--- src/rtl/sensor_cmd_pkg.sv ---
// Shared command/response byte codes and FSM encoding
// for the sensor command dispatcher.
package sensor_cmd_pkg;

  localparam logic [7:0] CMD_STATUS = 8'h00;
  localparam logic [7:0] CMD_TEMP   = 8'h01;
  localparam logic [7:0] CMD_HUM    = 8'h02;
  localparam logic [7:0] CMD_CONT_T = 8'h03;
  localparam logic [7:0] CMD_CONT_H = 8'h04;
  localparam logic [7:0] CMD_STOP   = 8'h05;

  localparam logic [7:0] RSP_STATUS   = 8'h07;
  localparam logic [7:0] RSP_HUM      = 8'h08;
  localparam logic [7:0] RSP_TEMP     = 8'h09;
  localparam logic [7:0] RSP_STOP     = 8'h0A;
  localparam logic [7:0] RSP_SENS_ERR = 8'h1F;
  localparam logic [7:0] RSP_TIMEOUT  = 8'h2F;
  localparam logic [7:0] RSP_BAD_CMD  = 8'hCF;
  localparam logic [7:0] RSP_BAD_ADDR = 8'hEF;

  typedef enum logic [2:0] {
    S_IDLE,
    S_START,
    S_WAIT,
    S_RESPOND,
    S_HOLD
  } state_e;

  typedef enum logic [1:0] {
    K_STATUS,
    K_TEMP,
    K_HUM
  } kind_e;

  // Response pair for a completed (non-timed-out) read.
  function automatic logic [15:0] read_rsp(
    input kind_e      kind,
    input logic       err,
    input logic [7:0] hum,
    input logic [7:0] temp
  );
    logic [15:0] r;
    r = {RSP_STATUS, 8'h00};
    if (err) begin
      r = {RSP_SENS_ERR, 8'h00};
    end else begin
      unique case (kind)
        K_TEMP:  r = {RSP_TEMP, temp};
        K_HUM:   r = {RSP_HUM, hum};
        default: r = {RSP_STATUS, 8'h00};
      endcase
    end
    return r;
  endfunction

endpackage

--- src/rtl/sensor_cmd_dispatcher_cycle_timer.sv ---
// Loadable down-counter; expire_o pulses once when an armed
// count reaches zero.
module cycle_timer #(
  parameter int unsigned WIDTH = 32
) (
  input  logic             clk,
  input  logic             rst_n,
  input  logic             load_i,
  input  logic             clear_i,
  input  logic [WIDTH-1:0] value_i,
  output logic             expire_o
);

  logic [WIDTH-1:0] cnt_q, cnt_d;
  logic             armed_q, armed_d;

  assign expire_o = armed_q && (cnt_q == '0);

  always_comb begin
    cnt_d   = cnt_q;
    armed_d = armed_q;
    if (load_i) begin
      cnt_d   = value_i;
      armed_d = 1'b1;
    end else if (clear_i || expire_o) begin
      armed_d = 1'b0;
    end else if (armed_q) begin
      cnt_d = cnt_q - 1'b1;
    end
  end

  always_ff @(posedge clk or negedge rst_n) begin
    if (!rst_n) begin
      cnt_q   <= '0;
      armed_q <= 1'b0;
    end else begin
      cnt_q   <= cnt_d;
      armed_q <= armed_d;
    end
  end

endmodule

--- src/rtl/sensor_cmd_dispatcher.sv ---
// Decodes host address/command pairs, runs DHT11 reads and
// builds the two-byte response; also runs periodic auto reads.
module sensor_cmd_dispatcher
  import sensor_cmd_pkg::*;
#(
  parameter int unsigned NUM_SENSORS    = 32,
  parameter int unsigned TIMEOUT_CYCLES = 50_000_000,
  parameter int unsigned CONT_PERIOD    = 100_000_000
) (
  input  logic       clk,
  input  logic       rst_n,
  input  logic       req_valid,
  input  logic [7:0] req_addr,
  input  logic [7:0] req_cmd,
  output logic       busy,
  output logic       sens_start,
  output logic [4:0] sens_sel,
  input  logic       sens_done,
  input  logic       sens_error,
  input  logic [7:0] sens_hum,
  input  logic [7:0] sens_temp,
  output logic       rsp_valid,
  input  logic       rsp_ready,
  output logic [7:0] rsp_code,
  output logic [7:0] rsp_data
);

  localparam logic [31:0] TO_LOAD  = 32'(TIMEOUT_CYCLES - 1);
  localparam logic [31:0] PER_LOAD = 32'(CONT_PERIOD - 1);

  state_e      state_q, state_d;
  logic [4:0]  sel_q, sel_d;
  kind_e       kind_q, kind_d;
  logic        cur_cont_q, cur_cont_d;
  logic [7:0]  code_q, code_d;
  logic [7:0]  data_q, data_d;
  logic [7:0]  rsp_code_q, rsp_code_d;
  logic [7:0]  rsp_data_q, rsp_data_d;
  logic        rsp_valid_q, rsp_valid_d;
  logic        cont_on_q, cont_on_d;
  logic [4:0]  cont_addr_q, cont_addr_d;
  kind_e       cont_kind_q, cont_kind_d;
  logic        tick_pend_q, tick_pend_d;

  logic        to_load, to_clear, to_exp;
  logic        per_load, per_clear, per_exp;
  logic        addr_bad, tick;
  logic [15:0] rd_rsp;

  cycle_timer #(.WIDTH(32)) u_timeout (
    .clk      (clk),
    .rst_n    (rst_n),
    .load_i   (to_load),
    .clear_i  (to_clear),
    .value_i  (TO_LOAD),
    .expire_o (to_exp)
  );

  cycle_timer #(.WIDTH(32)) u_period (
    .clk      (clk),
    .rst_n    (rst_n),
    .load_i   (per_load),
    .clear_i  (per_clear),
    .value_i  (PER_LOAD),
    .expire_o (per_exp)
  );

  assign busy       = (state_q != S_IDLE);
  assign sens_start = (state_q == S_START);
  assign sens_sel   = sel_q;
  assign rsp_valid  = rsp_valid_q;
  assign rsp_code   = rsp_code_q;
  assign rsp_data   = rsp_data_q;

  assign addr_bad = {24'd0, req_addr} >= NUM_SENSORS;
  assign tick     = tick_pend_q || per_exp;
  assign rd_rsp   = read_rsp(kind_q, sens_error,
                             sens_hum, sens_temp);

  always_comb begin
    state_d     = state_q;
    sel_d       = sel_q;
    kind_d      = kind_q;
    cur_cont_d  = cur_cont_q;
    code_d      = code_q;
    data_d      = data_q;
    rsp_code_d  = rsp_code_q;
    rsp_data_d  = rsp_data_q;
    rsp_valid_d = rsp_valid_q;
    cont_on_d   = cont_on_q;
    cont_addr_d = cont_addr_q;
    cont_kind_d = cont_kind_q;
    tick_pend_d = tick_pend_q || per_exp;
    to_load     = 1'b0;
    to_clear    = 1'b0;
    per_load    = 1'b0;
    per_clear   = 1'b0;

    unique case (state_q)
      S_IDLE: begin
        if (req_valid) begin
          if (addr_bad) begin
            code_d  = RSP_BAD_ADDR;
            data_d  = req_addr;
            state_d = S_RESPOND;
          end else begin
            case (req_cmd)
              CMD_STATUS, CMD_TEMP, CMD_HUM: begin
                state_d    = S_START;
                sel_d      = req_addr[4:0];
                cur_cont_d = 1'b0;
                to_load    = 1'b1;
                kind_d     = (req_cmd == CMD_TEMP) ? K_TEMP :
                             (req_cmd == CMD_HUM)  ? K_HUM  :
                                                     K_STATUS;
              end
              CMD_CONT_T, CMD_CONT_H: begin
                state_d     = S_START;
                sel_d       = req_addr[4:0];
                cur_cont_d  = 1'b1;
                to_load     = 1'b1;
                kind_d      = (req_cmd == CMD_CONT_T) ? K_TEMP
                                                      : K_HUM;
                cont_on_d   = 1'b1;
                cont_addr_d = req_addr[4:0];
                cont_kind_d = kind_d;
                per_load    = 1'b1;
                tick_pend_d = 1'b0;
              end
              CMD_STOP: begin
                cont_on_d   = 1'b0;
                per_clear   = 1'b1;
                tick_pend_d = 1'b0;
                code_d      = RSP_STOP;
                data_d      = 8'h00;
                state_d     = S_RESPOND;
              end
              default: begin
                code_d  = RSP_BAD_CMD;
                data_d  = req_cmd;
                state_d = S_RESPOND;
              end
            endcase
          end
        end else if (tick && cont_on_q) begin
          state_d     = S_START;
          sel_d       = cont_addr_q;
          kind_d      = cont_kind_q;
          cur_cont_d  = 1'b1;
          to_load     = 1'b1;
          per_load    = 1'b1;
          tick_pend_d = 1'b0;
        end else if (!cont_on_q) begin
          tick_pend_d = 1'b0;
        end
      end
      S_START: begin
        state_d = S_WAIT;
      end
      S_WAIT: begin
        // A done pulse in the expiry cycle still counts as a read.
        if (sens_done) begin
          {code_d, data_d} = rd_rsp;
          to_clear         = 1'b1;
          state_d          = S_RESPOND;
        end else if (to_exp) begin
          code_d   = RSP_TIMEOUT;
          data_d   = 8'h00;
          to_clear = 1'b1;
          state_d  = S_RESPOND;
          if (cur_cont_q) begin
            cont_on_d   = 1'b0;
            per_clear   = 1'b1;
            tick_pend_d = 1'b0;
          end
        end
      end
      S_RESPOND: begin
        rsp_code_d  = code_q;
        rsp_data_d  = data_q;
        rsp_valid_d = 1'b1;
        state_d     = S_HOLD;
      end
      S_HOLD: begin
        if (rsp_valid_q && rsp_ready) begin
          rsp_valid_d = 1'b0;
          state_d     = S_IDLE;
        end
      end
      default: begin
        state_d = S_IDLE;
      end
    endcase
  end

  always_ff @(posedge clk or negedge rst_n) begin
    if (!rst_n) begin
      state_q     <= S_IDLE;
      sel_q       <= '0;
      kind_q      <= K_STATUS;
      cur_cont_q  <= 1'b0;
      code_q      <= '0;
      data_q      <= '0;
      rsp_code_q  <= '0;
      rsp_data_q  <= '0;
      rsp_valid_q <= 1'b0;
      cont_on_q   <= 1'b0;
      cont_addr_q <= '0;
      cont_kind_q <= K_STATUS;
      tick_pend_q <= 1'b0;
    end else begin
      state_q     <= state_d;
      sel_q       <= sel_d;
      kind_q      <= kind_d;
      cur_cont_q  <= cur_cont_d;
      code_q      <= code_d;
      data_q      <= data_d;
      rsp_code_q  <= rsp_code_d;
      rsp_data_q  <= rsp_data_d;
      rsp_valid_q <= rsp_valid_d;
      cont_on_q   <= cont_on_d;
      cont_addr_q <= cont_addr_d;
      cont_kind_q <= cont_kind_d;
      tick_pend_q <= tick_pend_d;
    end
  end

endmodule

--- config.mk ---
export PLATFORM = sky130hd
export DESIGN_NAME = sensor_cmd_dispatcher
export DESIGN_NICKNAME = d
export VERILOG_FILES = /design/src/rtl/sensor_cmd_pkg.sv /design/src/rtl/sensor_cmd_dispatcher_cycle_timer.sv /design/src/rtl/sensor_cmd_dispatcher.sv
export SDC_FILE = /design/constraint.sdc
export NUM_CORES = 1
export LEC_CHECK = 0
export BUFFER_PORTS_ARGS = -buffer_cell sky130_fd_sc_hd__buf_2
export CORE_MARGIN = 8
export CORE_UTILIZATION = 53
export CTS_CLUSTER_DIAMETER = 50
export CTS_CLUSTER_SIZE = 12
export DETAILED_ROUTE_END_ITERATION = 10
export PLACE_DENSITY = 0.76
export SETUP_SLACK_MARGIN = 0.2
export SLEW_MARGIN = 20
export SYNTH_ARGS = -nofsm -noshare
export SYNTH_HDL_FRONTEND = slang
export SYNTH_SLANG_ARGS = --single-unit
--- constraint.sdc ---
create_clock -name clk -period 2.8 [get_ports clk]
set_input_delay 0.56 -clock clk [delete_from_list [all_inputs] [get_ports clk]]
set_output_delay 0.56 -clock clk [all_outputs]
set_load 0.005 [all_outputs]
==> After elaboration in Yosys (flattened, before gate mapping) <==
Index checks and enable logic that the tools add are counted.
{ "word_totals": {"output_inout_bits": 24, "ff_bits": 119, "elab_cells": 163, "input_bits": 38} }
{ "op_classes": {"eq_ne": 26, "n_reduce_logical": 32, "magnitude_cmp": 1, "n_mux": 84, "bitwise": 1, "n_addsub": 2} }
{ "ops": {"columns": ["cell", "count"], "rows": [
  ["$mux 32", 6],
  ["$logic_not 32->1", 2],
  ["$mux 8", 8],
  ["$pmux 8 s2", 4],
  ["$sub 32x1->32 const B", 2],
  ["$mux 1", 39],
  ["$pmux 12 s2", 1],
  ["$mux 5", 4],
  ["$ne 2x2->1 const B", 9],
  ["$eq 8x2->1 const B", 2],
  ["$eq 8x3->1 const B", 2],
  ["$mux 16", 1],
  ["$mux 2", 8],
  ["$reduce_and 4->1", 4],
  ["$mux 3", 5],
  ["$pmux 3 s5", 1],
  ["$reduce_bool 2->1", 7],
  ["$pmux 1 s2", 6],
  ["$eq 8x1->1 const B", 1],
  ["$ge 8x6->1 const B", 1],
  ["$logic_not 8->1", 1],
  ["$reduce_and 7->1", 1],
  ["$eq 3x2->1 const B", 2],
  ["$ne 3x1->1 const B", 2],
  ["other kinds (18)", 27]
]} }

==> Longest topological paths before layout <==
{ "depth": {"ltp_word": 9, "mapped_depth": 10, "mapped_depth_nobuf": 8} }

==> By module <==
From an unflattened synthesis, not the netlist that was laid out.
{ "unflattened": {"hier_cells": 711, "hier_area_um2": 6872.8} }
{ "by_module_without_submodules": {"columns": ["mod", "n_inst", "cells_each", "seq_area_each_um2", "area_per_inst_um2"], "rows": [
  ["sensor_cmd_dispatcher", 1, 238, 1276.2, 2645.0],
  ["cycle_timer at u_timeout", 1, 238, 825.8, 2150.8],
  ["cycle_timer at u_period", 1, 235, 825.8, 2077.0]
]} }

==> Least setup slack after synthesis <==
Ideal clock, no wire load.
{ "synth_path": {"path_type": "flip-flop to flip-flop", "start": "register u_period.cnt_q[13]", "end": "register sel_q[3] (netlist: sens_sel[3])", "stages_incl_launch_ff": 9, "required_time_ps": 2675, "setup_ps": 125, "path_slack_ps": -73, "t_arrival_ps": 2749, "path_buffers": 2, "synth_period_minus_slack_ps": 2873, "path_cell_list": "dfrtp_1 -> or4_1 -> buf_2 -> or4_1 -> nor3_4 -> o21a_1 -> o211a_1 -> buf_4 -> mux2_2"} }
{ "synth_between": {"elab_chain_cells": 6} }
{ "synth_lines": {"columns": ["element", "line_no", "text"], "rows": [
  ["start, declared", "sensor_cmd_dispatcher_cycle_timer.sv:14", "logic [WIDTH-1:0] cnt_q, cnt_d;"],
  ["start signal, assigned", "sensor_cmd_dispatcher_cycle_timer.sv:37", "cnt_q <= cnt_d;"],
  ["$logic_not 32->1", "sensor_cmd_dispatcher_cycle_timer.sv:17", "assign expire_o = armed_q && (cnt_q == '0);"],
  ["$logic_and 1x1->1", "sensor_cmd_dispatcher_cycle_timer.sv:17", null],
  ["$logic_or 1x1->1", "sensor_cmd_dispatcher.sv:76", "assign tick = tick_pend_q || per_exp;"],
  ["$logic_and 1x1->1", "sensor_cmd_dispatcher.sv:145", "end else if (tick && cont_on_q) begin"],
  ["$reduce_bool 2->1 (no source line)", null, null],
  ["$reduce_and 4->1 (no source line)", null, null],
  ["end signal, assigned", "sensor_cmd_dispatcher.sv:213", "sel_q <= sel_d;"],
  ["end, declared", "sensor_cmd_dispatcher.sv:32", "logic [4:0] sel_q, sel_d;"]
]} }
Every way passes these cells.
A chain may end at the register's enable or synchronous reset.

==> Worst setup path in the final report <==
{ "layout_path": {"start": "register u_timeout.cnt_q[22]", "end": "register u_period.cnt_q[5]"} }
{ "layout_between": {"elab_chain_cells": 8} }
{ "layout_lines": {"columns": ["element", "line_no", "text"], "rows": [
  ["start, declared", "sensor_cmd_dispatcher_cycle_timer.sv:14", null],
  ["start signal, assigned", "sensor_cmd_dispatcher_cycle_timer.sv:37", null],
  ["$logic_not 32->1", "sensor_cmd_dispatcher_cycle_timer.sv:17", null],
  ["$logic_and 1x1->1", "sensor_cmd_dispatcher_cycle_timer.sv:17", null],
  ["$mux 1", "sensor_cmd_dispatcher.sv:166", "end else if (to_exp) begin"],
  ["$mux 1", "sensor_cmd_dispatcher.sv:162", "if (sens_done) begin"],
  ["$pmux 1 s2", "sensor_cmd_dispatcher.sv:99", "unique case (state_q)"],
  ["$logic_or 1x1->1", "sensor_cmd_dispatcher_cycle_timer.sv:25", "end else if (clear_i || expire_o) begin"],
  ["$ne 2x2->1 (no source line)", null, null],
  ["$reduce_and 2->1 (no source line)", null, null]
]} }
Every way passes these cells.

==> impl_metrics.ini <==
[routing]
drc = 0
wl_met2_mm = 9.08
via_per_inst = 6.26
highest_layer = met4
wl_met1_mm = 7.37
routed_wl_mm = 17.9
postRouteAntennaNets = 0
wl_met3_mm = 1.10
wl_per_cell_um = 20.4
vias = 5514
first_iter_violations = 555
drt_pass1_iterations = 5

[layout]
final_util_pct = 74.4
drive_gt1_share_pct = 37.8
fin_nets = 769
final_cell_area_mm2 = 0.00838
num_antenna_cells = 0
fillers = 650
final_cell_mix = dfrtp_1 (117), buf_2 (60), buf_4 (50)
area_delta_synth_final_pct = 39.3
finalNonFillerCells = 881
final_common_cell = dfrtp_1

[sta]
setup_ws_ps = -31.2
fin_crit_sh_pct = 101
fmax_mhz = 353
hold_violations = 0
fin_setup_tns_ps = -152
holdWs_ps = 153
final_max_slew_viol_count = 0
fin_worst_skew_ps = 9.60
finalCriticalPeriod_ps = 2830
slew_headroom_pct = 42.5
tightest_slew_ps = 859
finalSetupViolations = 14
rsz0062_at_grt = true

[floorplan]
die_y_um = 123
die_area_mm2 = 0.0150
pin_count = 62
die_w_um = 123
core_area_mm2 = 0.0113
start_util_pct = 53.4
fp-row-count = 39

[clock_tree]
clock_latency_ps = 430
cts_buffers = 17
cts_hold_buf = 0
clk_pin_slew_ps = 60
cts_sinks = 117
cts.htree.levels = 4
cts-root-buf = clkbuf_16
clock_path_buffers = 2
cts_tree = yes

[power_and_ir_drop]
switchingPower_mw = 2.77
p_int_mw = 4.99
p_leak_nw = 3.72
ir_drop_mv = 0.750
seqPwrFrac_pct = 32.9
p_total_mw = 7.75
cellPowerDensity_mw_per_mm2 = 925
swShare_pct = 35.7
pwr-share-clk_pct = 29.2
combPwrFrac_pct = 37.9

[status]
outcome = finished, violations left
violations = setup timing

[grt]
grt_max_degree = 49
grt_usage_pct = 22.0
grt_pass1_wl_mm = 26.3
antenna_found_initial = 0
grt_pass1_vias = 5427
globalRouteOverflowTotal = 0

[place]
place_worst_setup_slack_ps = -41.5
placed_cell_area_mm2 = 0.00680
place_congestion = 0.809
port_buffers = 61
dp.cells = 814
post-dp-hpwl_mm = 10.3

[synthesis]
synth_compound_area_share_pct = 14.6
synthMuxAreaShare_pct = 6.59
ys_types = 64
synth_cells = 596
synth_simple_gate_area_share_pct = 21.0
synth_adder_area_share_pct = 1.25
yosysWarnings = 0
ys_ff_latch = 117
synth_area_per_cell_um2 = 10.1
async_flop_share_pct = 100
synth_nets = 640
synth_top_family_by_area = simple AND/OR/NAND/NOR gates
synth_xor_area_share_pct = 4.51
ys.flop_type = dfrtp_1
seq_area_frac_synth_pct = 48.6
synth-edff-count = 0
syn_area_mm2 = 0.00602

[min_path]
holdCritPathClass = in -> async

[setup_path]
reg2reg_depth = 12
cp-start-kind = register
crit_arrival_ps = 3140
worstSetupPathType = reg -> reg
end_kind = register
r2r_end = u_period.cnt_q[5]
crit_fanout = 5
crit_chain = or4_4, or4_4, buf_6, buf_6, nor4b_4, buf_4, buf_4, a2111o_1, buf_12, clkbuf_16, or3_1, nand3_1
reg2reg_from = u_timeout.cnt_q[22]
slowest_delay_ps = 540
cp.required_ps = 3110
cpMaxStageDelayCell = or4_4
crit_family = simple AND/OR/NAND/NOR gates
cp_num_buf_inv = 6
reg2reg_setup_slack_ps = -30

[run]
maxCapViolCount = 0
state kept, by name (all words and copies together), names as in the netlist, 2 cells and up:
signal / count
rsp_code: 7
sens_sel: 5
cont_addr_q: 5
kind_q: 2
rsp_data: 8
u_period.cnt_q: 32
code_q: 7
u_timeout.cnt_q: 32
data_q: 8
cont_kind_q: 2
state_q: 3
cells in the mapped netlist (all sizes together) (12+ instances only):
library cell / n / area share, %
a21oi: 30 / 2.5
buf: 15 / 1.4
clkbuf: 15 / 0.94
dfrtp: 117 / 49
inv: 17 / 1.1
mux2: 29 / 5.4
nand2: 53 / 3.3
nand3: 30 / 2.5
nor2: 38 / 2.4
nor3: 17 / 1.6
nor4: 13 / 1.5
o21a: 12 / 1.5
o21ai: 24 / 2.0
o31ai: 19 / 2.4
or3: 18 / 1.9
or4: 19 / 2.5
xnor2: 13 / 1.9
xor2: 18 / 2.6
timing repair:
action,in CTS,in global routing
setup endpoints to repair,69,79
cloned,3,5
resized for setup,24,88
setup buffers,13,14
pin swaps,9,51
cell type report:
type | instances | area (um2) | share of cell area (%)
inverters | 17 | 63.8 | 0.761
repair buffers | 140 | 1240 | 14.8
clock inverters | 7 | 90.1 | 1.07
clock buffers | 25 | 536 | 6.39
flip-flops and latches | 117 | 2930 | 34.9
multi-input cells | 432 | 3350 | 39.9
well taps | 143 | 179 | 2.13
worst register-to-register path: cells and delay by family (launching register included):
family	cells	cell delay, ps
buffers and inverters	6	800
AND/OR/NAND/NOR	5	1360
AO/OA/AOI/OAI	1	180
flip-flops	1	380
worst max path at each step:
stage	slack, ps	endpoint	start	cells after the start
2_1_floorplan	20	data_q[3]	u_timeout.cnt_q[24]	8
3_3_place_gp	40	data_q[4]	u_timeout.cnt_q[24]	7
3_5_place_dp	-40	data_q[5]	u_timeout.cnt_q[24]	7
4_1_cts	10	data_q[7]	u_timeout.cnt_q[24]	8
5_1_grt	-110	u_period.cnt_q[2]	u_timeout.cnt_q[22]	11
6_report	-30	u_period.cnt_q[5]	u_timeout.cnt_q[22]	12
per-layer routing:
metal | vias to the layer above | GRT usage (%)
met5 | - | 0
met3 | 45 | 5.75
met4 | 0 | 9.82
met2 | 232 | 35.6
met1 | 2771 | 27.2
li1 | 2466 | -
kinds of logic after synthesis:
| group | after synthesis |
|---|---|
| AND/OR/NAND/NOR | 232 |
| AO/OA/AOI/OAI | 127 |
| XOR/XNOR | 31 |
| flip-flops | 117 |
| multiplexers | 36 |
| buffers and inverters | 47 |
| adder cells (fa/ha/maj) | 6 |
power groups by stage:
stage	Sequential [mW]	Clock, mW	Combinational, mW
floorplan	2.42	0	1.56
global placement	2.46	0	2.26
CTS	2.48	2.28	2.56
detailed placement	2.50	0	2.35
global route	2.59	2.35	3.18
finish	2.55	2.26	2.94
Power figures use the tool's default switching activity.
